## config.mk

```make
export PLATFORM = sky130hd
export DESIGN_NAME = ita_hwpe_seq_ctrl
export DESIGN_NICKNAME = d
export VERILOG_FILES = /design/src/rtl/ita_hwpe_package.sv /design/src/rtl/ita_hwpe_seq_ctrl.sv
export SDC_FILE = /design/constraint.sdc
export NUM_CORES = 1
export LEC_CHECK = 0
export CORE_ASPECT_RATIO = 0.8
export CORE_MARGIN = 3
export CORE_UTILIZATION = 38
export CTS_BUF_LIST = sky130_fd_sc_hd__clkbuf_16
export DETAILED_ROUTE_END_ITERATION = 8
export GPL_ROUTABILITY_DRIVEN = 0
export PLACE_DENSITY = 0.83
export SLEW_MARGIN = 5
export SYNTH_ARGS = -nofsm -noshare
export SYNTH_HDL_FRONTEND = slang
export SYNTH_SLANG_ARGS = --single-unit
```

## constraint.sdc

```tcl
create_clock -name clk_i -period 2.5 [get_ports clk_i]
set_clock_uncertainty 0.2 [all_clocks]
set_input_delay 0.625 -clock clk_i [delete_from_list [all_inputs] [get_ports clk_i]]
set_output_delay 0.625 -clock clk_i [all_outputs]
set_load 0.005 [all_outputs]
```

## src/rtl/ita_hwpe_package.sv

```systemverilog
// +----------------------------------------------------------------------------+
// | ita_hwpe_package: shared types and tile-geometry helpers for the ITA HWPE.  |
// | Revision: 1.0                                                              |
// +----------------------------------------------------------------------------+
`default_nettype none

package ita_hwpe_package;

  typedef enum logic [1:0] {
    SEQ_IDLE  = 2'd0,
    SEQ_LOAD  = 2'd1,
    SEQ_DRAIN = 2'd2
  } seq_state_t;

  // Full weight tile in 8-byte beats.
  function automatic int unsigned seq_full_len(input int unsigned m, input int unsigned n);
    return (m * m) / (n * 8);
  endfunction

  // One row-slice of the weight tile in beats.
  function automatic int unsigned seq_part_len(input int unsigned m);
    return m / 8;
  endfunction

  // Byte offset that skips the slice already preloaded by a previous job.
  function automatic int unsigned seq_skip(input int unsigned m, input int unsigned n);
    return n * m;
  endfunction

endpackage

`default_nettype wire

```

## src/rtl/ita_hwpe_seq_ctrl.sv

```systemverilog
// +----------------------------------------------------------------------------+
// | ita_hwpe_seq_ctrl: job sequencer issuing streamer starts and weight loads. |
// | Revision: 1.0                                                              |
// +----------------------------------------------------------------------------+
`default_nettype none

module ita_hwpe_seq_ctrl
  import ita_hwpe_package::*;
#(
  parameter int unsigned M      = 64,
  parameter int unsigned N      = 16,
  parameter int unsigned N_WPTR = 4,
  parameter int unsigned ADDR_W = 32,
  parameter int unsigned LEN_W  = 32
) (
  input  logic                               clk_i,
  input  logic                               rst_ni,
  input  logic                               clear_i,
  input  logic                               start_i,
  input  logic [N_WPTR-1:0][ADDR_W-1:0]      weight_ptr_i,
  input  logic [$clog2(N_WPTR):0]            n_loads_i,
  input  logic                               weight_preload_i,
  input  logic                               bias_disable_i,
  input  logic                               output_disable_i,
  output logic                               input_req_start_o,
  output logic                               bias_req_start_o,
  output logic                               output_req_start_o,
  output logic                               weight_req_start_o,
  output logic [ADDR_W-1:0]                  weight_base_addr_o,
  output logic [LEN_W-1:0]                   weight_len_o,
  input  logic                               weight_done_i,
  input  logic                               input_ready_i,
  input  logic                               weight_ready_i,
  input  logic                               bias_ready_i,
  input  logic                               output_ready_i,
  input  logic                               engine_busy_i,
  input  logic                               fifo_empty_i,
  output logic                               done_o,
  output logic                               clear_o,
  output logic                               busy_o,
  output logic [$clog2(N_WPTR)-1:0]          load_idx_o
);

  localparam int unsigned IDX_W = $clog2(N_WPTR);
  localparam int unsigned CNT_W = IDX_W + 1;

  localparam logic [LEN_W-1:0]  c_full_len = LEN_W'(seq_full_len(M, N));
  localparam logic [LEN_W-1:0]  c_part_len = LEN_W'(seq_part_len(M));
  localparam logic [ADDR_W-1:0] c_skip     = ADDR_W'(seq_skip(M, N));

  seq_state_t         r_state, w_state_d;
  logic [CNT_W-1:0]   r_n_eff, w_n_eff, w_idx_inc;
  logic               r_bias_dis, r_out_dis;
  logic               r_restart;
  logic [IDX_W-1:0]   r_idx;
  logic [ADDR_W-1:0]  r_base;
  logic [LEN_W-1:0]   r_len;
  logic               w_issue_first, w_issue_next, w_complete;

  assign w_n_eff = (n_loads_i == '0)                ? CNT_W'(1)
                 : (n_loads_i > CNT_W'(N_WPTR))      ? CNT_W'(N_WPTR)
                 :                                     n_loads_i;
  assign w_idx_inc = {1'b0, r_idx} + CNT_W'(1);

  assign w_complete = r_out_dis ? (!engine_busy_i && input_ready_i && weight_ready_i && bias_ready_i)
                                : (output_ready_i && weight_ready_i && fifo_empty_i);

  always_comb begin
    w_state_d          = r_state;
    input_req_start_o  = 1'b0;
    bias_req_start_o   = 1'b0;
    output_req_start_o = 1'b0;
    done_o             = 1'b0;
    clear_o            = 1'b0;
    w_issue_first      = 1'b0;
    w_issue_next       = 1'b0;
    // An abort wins over every other event in the same cycle.
    if (clear_i) begin
      clear_o   = 1'b1;
      w_state_d = SEQ_IDLE;
    end else begin
      case (r_state)
        SEQ_IDLE: begin
          if (start_i) begin
            input_req_start_o  = 1'b1;
            bias_req_start_o   = !bias_disable_i;
            output_req_start_o = !output_disable_i;
            w_issue_first      = 1'b1;
            w_state_d          = (w_n_eff > CNT_W'(1)) ? SEQ_LOAD : SEQ_DRAIN;
          end
        end
        SEQ_LOAD: begin
          if (weight_done_i) begin
            w_issue_next = 1'b1;
            if (w_idx_inc == r_n_eff - CNT_W'(1)) w_state_d = SEQ_DRAIN;
          end
        end
        SEQ_DRAIN: begin
          if (!r_restart && w_complete) begin
            done_o    = 1'b1;
            clear_o   = 1'b1;
            w_state_d = SEQ_IDLE;
          end
        end
        default: w_state_d = SEQ_IDLE;
      endcase
    end
  end

  always_ff @(posedge clk_i or negedge rst_ni) begin
    if (!rst_ni) begin
      r_state    <= SEQ_IDLE;
      r_n_eff    <= '0;
      r_bias_dis <= 1'b0;
      r_out_dis  <= 1'b0;
      r_restart  <= 1'b0;
      r_idx      <= '0;
      r_base     <= '0;
      r_len      <= '0;
    end else begin
      r_state   <= w_state_d;
      r_restart <= w_issue_first | w_issue_next;
      if (w_issue_first) begin
        r_n_eff    <= w_n_eff;
        r_bias_dis <= bias_disable_i;
        r_out_dis  <= output_disable_i;
        r_idx      <= '0;
        r_base     <= weight_ptr_i[0] + (weight_preload_i ? '0 : c_skip);
        r_len      <= weight_preload_i ? c_full_len : (c_full_len - c_part_len);
      end else if (w_issue_next) begin
        r_idx  <= r_idx + IDX_W'(1);
        r_base <= weight_ptr_i[r_idx + IDX_W'(1)];
        r_len  <= c_part_len;
      end
    end
  end

  assign weight_req_start_o = r_restart;
  assign weight_base_addr_o = r_base;
  assign weight_len_o       = r_len;
  assign load_idx_o         = r_idx;
  assign busy_o             = (r_state != SEQ_IDLE);

endmodule

`default_nettype wire

```

==> reports/metrics.csv, run 1 <==
stage,metric,value,unit
layout,fillcell total,705,
sta,Worst Tran Pin Value,0.537,ns
clocking,Root Driver,clkbuf_16,
logic_synthesis,mapped cell area,3450,µm²
layout,ant diodes,0,
logic_synthesis,Synth Instances,375,
worst_hold_path,Tightest Hold Check Type,primary input to async pin,
sta,setup violators final,0,
routing,DRT Wirelength,12.3,mm
worst_setup_path,Critical Path Start Type,primary input,
power,PnR Total Power,3670,µW
logic_synthesis,Synth async-reset ratio,1.00,
power,pwr dens,627,nW/µm²
floorplan,Initial Util,0.398,
floorplan,Die W,113,µm
logic_synthesis,Mean Syn Cell Area,9.20,µm²
sta,Max Freq,409,MHz
logic_synthesis,"EDFF count, synth",0,
logic_synthesis,ys flop type,dfrtp_1,
grt,GRT met3 Usage,0.0573,
layout,fin nets,746,
sta,crit path time final,2.45,ns
routing,number of remaining DRC errors,0,
worst_setup_path,Setup crit end kind,output pin,
clocking,"CTS clk-pin slew, worst paths",0.06,ns
routing,wire per inst,17.3,µm
sta,final period utilization,0.979,
routing,post-DR vias/cell,5.18,
clocking,cts bufs inserted,5,
outcome,status,"complete, no violations",
placed_design,Placed Area,5630,µm²
grt,met1 Use GR,0.289,
clocking,H-tree Lvls,2,
grt,initial antenna violation count,0,
routing,vias,3678,
power,Peak VDD IR,361,µV
grt,largest net degree at the start of global routing,36,
power,leakage,0.00247,µW
layout,synthesis-to-layout area growth,69.7,%
logic_synthesis,"FF+latch count, synth",44,
sta,"Slew Viols, Final",0,
sta,final hold viol count,0,
worst_setup_path,Worst Path Max Fanout,3,
grt,Tot GR Track Use,0.242,
floorplan,# IOs,218,
grt,busiest grt layer,met2,
placed_design,Port-buffer cells,188,
logic_synthesis,Synth top area share,0.319,
grt,total congestion overflow,0,
sta,hold slack,0.123,ns
worst_setup_path,worst reg2reg path startpoint,r_state[1]$_DFFE_PN0P_,
logic_synthesis,"Seq/Total Area, Yosys",0.319,
worst_setup_path,Arrival @ worst endpoint,1.62,ns
layout,Final Cell Area,5860,µm²
routing,Antenna Nets Post-Route,0,
clocking,clk_lat worst skew,0.28,ns
logic_synthesis,Post-synth top cells,"48 x nand2_1, 44 x dfrtp_1, 32 x buf_4",
clocking,CTS tree,built,
worst_setup_path,worst r2r path cells,8,
sta,Setup TNS Final,0,ns
grt,first-pass GRT wire length,20.1,mm
placed_design,Post-DP HPWL,10.1,mm
floorplan,number of placement rows,30,
worst_setup_path,worst reg2reg endpoint,weight_base_addr_o[9]$_DFFE_PN0P_,
routing,Starting DRT DRC Count,181,
floorplan,DIE HEIGHT,91.2,µm
logic_synthesis,Yosys top cell by area,dfrtp_1,
floorplan,Die ar.,10300,µm²
worst_setup_path,"Worst Path Class, Setup",primary input to output pin,
clocking,Max Root-Sink Buffers,2,
logic_synthesis,Ys Warns,0,
logic_synthesis,main area contributors after synthesis,"dfrtp_1 32%, mux4_2 14%, buf_4 7.0%",
layout,share of post-route cells with drive strength above 1,0.179,
worst_setup_path,Reg2Reg Setup Slack,0.25,ns
floorplan,Core Footprint,8670,µm²
grt,vias in the first global route,3937,
routing,Pre-antenna DRT Iters,4,
clocking,CTS sink cnt,44,
job,MaxCap Viol Count,0,
worst_setup_path,worst path required time,1.67,ns
sta,unrepaired setup endpoints after global routing,no,
logic_synthesis,top-count cell post-synth,nand2_1,
grt,grt met2 use,0.434,
logic_synthesis,"Distinct cells, synth",53,
sta,Max-slew headroom,0.642,
clocking,Post-CTS Hold Buffers,0,
-- layout make-up --
type                    instances  area, µm²  share of cell area
inverters                      12       47.5             0.00812
clock buffers                   5        125              0.0214
flip-flops and latches         44       1100               0.188
well taps                     112        140              0.0239
multi-input cells             295       2120               0.361
repair buffers                239       2280               0.390
clock inverters                 3       42.5             0.00726
-- routing by layer --
metal / part of all wire / wire length, µm
met1: 0.40 / 4880
met2: 0.51 / 6290
met3: 0.068 / 841
met4: 0.023 / 285
met5: 0 / 0
-- metrics by stage --
step	instances	utilization	worst slack, ns
floorplan	403	-	0.0622
global placement	697	0.650	-0.683
detailed placement	697	0.650	-0.712
CTS	709	0.674	0.00112
global route	710	0.675	0.00250
finish	710	0.675	0.0525
-- worst max-delay path by stage --
| stage | to | from | slack, ns |
|---|---|---|---|
| 2_1_floorplan | input_req_start_o | clear_i | 0.06 |
| 3_3_place_gp | bias_req_start_o | start_i | -0.68 |
| 3_5_place_dp | bias_req_start_o | start_i | -0.71 |
| 4_1_cts | input_req_start_o | start_i | 0.001 |
| 5_1_grt | weight_base_addr_o[26]$_DFFE_PN0P_ | weight_ptr_i[11] | 0.003 |
| 6_report | output_req_start_o | start_i | 0.05 |
-- critical path: stages --
cell and delay [ns]:
clkdlybuf4s15_2 0.18, or4b_4 0.47, buf_6 0.14, nor2_1 0.09, buf_2 0.12
-- placed cells by master, fill, tap and decap left out, types with 6 or more instances in the layout --
master,count
inv_1,9
nor3_1,9
nor2b_1,9
a31oi_1,8
buf_4,45
conb_1,29
clkdlybuf4s50_1,173
buf_2,7
a211oi_1,11
and3_1,6
mux2i_1,10
o22ai_1,8
dfrtp_1,43
a21oi_1,16
mux4_2,21
nand2_1,48
xnor2_1,12
nor2_1,30
o21ai_0,6
o21ai_1,19
-- logic make-up after synthesis --
family / count (synthesis) / synth area share
simple gates: 139 / 0.212
compound gates: 76 / 0.131
buf+inv: 64 / 0.107
flops: 44 / 0.319
mux: 32 / 0.174
xor+xnor: 15 / 0.0421
fa+ha+maj: 4 / 0.0145
other cells: 1 / 0.00109
-- timing repair --
item / 4_1_cts / 5_1_grt
setup endpoints to repair: 39 / 10
gates resized for setup: 41 / 5
setup buffers: 4 / 1
pin swaps: 9 / 5
-- power by group --
group,switching [µW],leakage [µW],internal (µW)
Clock,279,0.0000814,470
Sequential,137,0.000523,933
Combinational,738,0.00186,1110
-- flip-flops by register name (all words and copies together) (netlist names) --
signal              flops
load_idx_o              2
r_n_eff                 3
r_out_dis               1
r_state                 2
weight_base_addr_o     32
weight_len_o            3
weight_req_start_o      1
Power figures use the tool's default switching activity.
==> run 2: changes to the inputs <==
--- a/config.mk
+++ b/config.mk
@@ -7,12 +7,13 @@
 export LEC_CHECK = 0
 export CORE_ASPECT_RATIO = 0.8
 export CORE_MARGIN = 3
-export CORE_UTILIZATION = 38
+export CORE_UTILIZATION = 40
 export CTS_BUF_LIST = sky130_fd_sc_hd__clkbuf_16
+export CTS_CLUSTER_DIAMETER = 120
 export DETAILED_ROUTE_END_ITERATION = 8
 export GPL_ROUTABILITY_DRIVEN = 0
-export PLACE_DENSITY = 0.83
-export SLEW_MARGIN = 5
+export PLACE_DENSITY = 0.87
+export SLEW_MARGIN = 10
 export SYNTH_ARGS = -nofsm -noshare
 export SYNTH_HDL_FRONTEND = slang
 export SYNTH_SLANG_ARGS = --single-unit
==> constraint.sdc (replaced) <==
create_clock -name clk_i -period 3.05 [get_ports clk_i]
set_clock_uncertainty 0.2 [all_clocks]
set_input_delay 0.7625 -clock clk_i [delete_from_list [all_inputs] [get_ports clk_i]]
set_output_delay 0.7625 -clock clk_i [all_outputs]
set_load 0.005 [all_outputs]
==> run 2 against run 1 <==
Effect of this change:
- routed wire length down 3.5%
- largest cell class unchanged
- non-clock buffer count fell by 20
- worst setup slack better by 0.031 ns
- total power down 15%
- die area is 4.7% lower
- register-to-register slack gained 0.27 ns
- clock power is 3.3% higher
- count of clock-buffer cells in the layout is the same
- sequential power is 18% lower
- first-iteration DRC count is 29% lower
==> reports/metrics.csv, run 2 (same netlist as run 1, synthesis figures left out) <==
stage,metric,value,unit,change
floorplan,Die ar.,9780,µm²,was 10300 µm²
sta,setup violators final,0,,unchanged
sta,final period utilization,0.973,,
routing,DRT Wirelength,11.9,mm,was 12.3 mm
worst_setup_path,worst path required time,2.09,ns,was 1.67 ns
layout,final std cells w/o fill,686,,was 710
power,P_sw,922,µW,was 1150 µW
worst_setup_path,crit-path leading delay family,buffers and inverters,,was simple AND/OR/NAND/NOR gates
worst_setup_path,Arrival @ worst endpoint,2.00,ns,was 1.62 ns
power,Pint,2210,µW,was 2520 µW
power,leakage,0.00237,µW,was 0.00247 µW
routing,vias,3554,,was 3678
power,PnR Total Power,3130,µW,was 3670 µW
clocking,clk_lat worst skew,0.27,ns,was 0.28 ns
grt,first-pass GRT wire length,18.2,mm,was 20.1 mm
power,clock network power share,0.247,,was 0.204
clocking,Max Root-Sink Buffers,2,,unchanged
clocking,cts bufs inserted,5,,unchanged
power,Net Sw Frac,0.295,,was 0.314
sta,hold slack,0.288,ns,was 0.123 ns
floorplan,number of placement rows,29,,was 30
power,Peak VDD IR,343,µV,was 361 µV
layout,most frequent cells in the layout,"180 x clkdlybuf4s50_1, 48 x nand2_1, 43 x dfrtp_1, 31 x nor2_1, 29 x conb_1",,"was 173 x clkdlybuf4s50_1, 48 x nand2_1, 45 x buf_4, 43 x dfrtp_1, 30 x nor2_1"
sta,Max Freq,337,MHz,
layout,share of post-route cells with drive strength above 1,0.133,,was 0.179
sta,Worst Tran Pin Value,0.979,ns,was 0.537 ns
worst_setup_path,Critical Path Start Type,primary input,,unchanged
layout,max FFs per register,32,,unchanged
power,Combinational Power Share,0.472,,was 0.504
routing,wire per inst,17.3,µm,about the same
sta,crit path time final,2.97,ns,
layout,synthesis-to-layout area growth,66.2,%,was 69.7%
sta,Setup TNS Final,0,ns,unchanged
floorplan,DIE HEIGHT,89.1,µm,was 91.2 µm
sta,"Slew Viols, Final",0,,unchanged
layout,fin nets,726,,was 746
clocking,"CTS clk-pin slew, worst paths",0.06,ns,about the same
placed_design,placed instance count,675,,was 697
floorplan,# IOs,218,,unchanged
outcome,status,"complete, no violations",,unchanged
grt,initial antenna violation count,0,,unchanged
routing,Starting DRT DRC Count,129,,was 181
grt,vias in the first global route,3580,,was 3937
worst_setup_path,worst r2r path cells,9,,was 8
sta,final hold viol count,0,,unchanged
layout,ant diodes,0,,unchanged
routing,number of remaining DRC errors,0,,unchanged
floorplan,Core Footprint,8160,µm²,was 8670 µm²
worst_setup_path,Worst Path Max Fanout,2,,was 3
power,pwr dens,546,nW/µm²,was 627 nW/µm²
worst_setup_path,Setup crit end kind,output pin,,unchanged
placed_design,Port-buffer cells,188,,unchanged
job,MaxCap Viol Count,0,,unchanged
grt,Tot GR Track Use,0.241,,was 0.242
routing,post-DR vias/cell,5.18,,about the same
clocking,Root Driver,clkbuf_16,,unchanged
worst_setup_path,Crit path top cell by count,dlygate4sd2_1,,
power,Flop pwr share,0.281,,was 0.292
routing,Antenna Nets Post-Route,0,,unchanged
floorplan,Die W,110,µm,was 113 µm
worst_hold_path,Tightest Hold Check Type,flip-flop to flip-flop,,was primary input to async pin
worst_setup_path,CP Depth,5,,unchanged
grt,largest net degree at the start of global routing,48,,was 36
clocking,Post-CTS Hold Buffers,0,,unchanged
worst_setup_path,"Worst Path Class, Setup",primary input to output pin,,unchanged
sta,Max-slew headroom,0.348,,was 0.642
routing,Pre-antenna DRT Iters,4,,unchanged
worst_setup_path,CP Buf/Inv Count,4,,was 3
worst_setup_path,crit-path cells,dlygate4sd2_1 > or4b_4 > buf_4 > inv_2 > dlygate4sd2_1,,was clkdlybuf4s15_2 > or4b_4 > buf_6 > nor2_1 > buf_2
layout,"commonest non-fill, non-tap cell in the layout",clkdlybuf4s50_1,,unchanged
worst_setup_path,slowest cell delay on critical path,0.53,ns,was 0.47 ns
worst_setup_path,critical path's slowest cell,or4b_4,,unchanged
clocking,CTS sink cnt,44,,unchanged
clocking,H-tree Lvls,2,,unchanged
grt,total congestion overflow,0,,unchanged
clocking,CTS tree,built,,unchanged
placed_design,Post-DP HPWL,9.46,mm,was 10.1 mm
floorplan,Initial Util,0.423,,was 0.398
sta,unrepaired setup endpoints after global routing,no,,unchanged
worst_hold_path,hold path depth,2,,
[run 2: cell types whose count changed in the layout (fill, tap and decap cells not counted), moves of 2 or more]
cell             before  now
dlymetal6s2s_1        3    0
buf_6                 3    1
dlygate4sd2_1         4    6
clkdlybuf4s50_1     173  180
buf_4                45   27
bufinv_16             1    3
buf_2                 7    1
ha_1                  1    3
[run 2: what timing repair did]
action,4_1_cts,5_1_grt
endpoints found under the setup margin,5,0
gates resized for setup,12,0
setup buffers,3,0
[run 2: worst reg2reg max path, delay by kind of cell, from the launching register on]
| family | cells | cell delay [ns] |
|---|---|---|
| DFF | 1 | 0.46 |
| buffers and inverters | 5 | 0.89 |
| and+or+nand+nor | 3 | 0.77 |
| AOI/OAI and AO/OA | 1 | 0.14 |
[run 2: through the flow]
| step | instance area [µm²] | worst slack (ns) | util |
|---|---|---|---|
| floorplan | 3560 | 0.337 | - |
| global placement | 5490 | -0.418 | 0.673 |
| detailed placement | 5490 | -0.456 | 0.673 |
| CTS | 5740 | 0.0899 | 0.703 |
| global route | 5740 | 0.00188 | 0.703 |
| finish | 5740 | 0.0835 | 0.703 |
[run 2: cell type report]
| type | count | area (µm²) |
|---|---|---|
| Fill cell | 635 | 2430 |
| Timing Repair Buffer | 219 | 2140 |
| Multi-Input combinational cell | 295 | 2090 |
| Sequential cell | 44 | 1100 |
| Tap cell | 108 | 135 |
| Clock buffer | 5 | 125 |
| Clock inverter | 3 | 90.1 |
| Inverter | 12 | 45.0 |
[run 2: power by group through the flow]
stage,sequential [µW],clock (µW),combinational [µW]
after floorplan,882,0,721
after global placement,876,0,1440
after detailed placement,889,0,1480
after CTS,881,785,1490
after global routing,901,815,1610
final,880,774,1480
[run 2: path summary, 6_finish.rpt]
path,start,to,slack (ns)
min,weight_base_addr_o[9]$_DFFE_PN0P_,weight_base_addr_o[9]$_DFFE_PN0P_,0.29
min reg2reg,weight_base_addr_o[9]$_DFFE_PN0P_,weight_base_addr_o[9]$_DFFE_PN0P_,0.29
max,clear_i,input_req_start_o,0.08
max reg2reg,r_state[0]$_DFFE_PN0P_,weight_base_addr_o[10]$_DFFE_PN0P_,0.52
max in group asynchronous,rst_ni,load_idx_o[0]$_DFFE_PN0P_,1.54
min in group asynchronous,rst_ni,r_state[1]$_DFFE_PN0P_,0.44
[run 2: metal layers]
| layer | up-vias | global-route usage | part of all wire |
|---|---|---|---|
| met5 | - | 0 | 0 |
| met4 | 0 | 0.0521 | 0.0082 |
| met3 | 6 | 0.0498 | 0.076 |
| met2 | 152 | 0.429 | 0.52 |
| met1 | 1698 | 0.302 | 0.40 |
| li1 | 1698 | - | - |
==> run 3: changes to the inputs <==
--- a/config.mk
+++ b/config.mk
@@ -11,9 +11,8 @@
 export CTS_BUF_LIST = sky130_fd_sc_hd__clkbuf_16
 export CTS_CLUSTER_DIAMETER = 120
 export DETAILED_ROUTE_END_ITERATION = 8
-export GPL_ROUTABILITY_DRIVEN = 0
 export PLACE_DENSITY = 0.87
-export SLEW_MARGIN = 10
+export SLEW_MARGIN = 20
 export SYNTH_ARGS = -nofsm -noshare
 export SYNTH_HDL_FRONTEND = slang
 export SYNTH_SLANG_ARGS = --single-unit
==> results of run 3 <==
The final DEF is identical to that of run 2; final timing and power are the same.
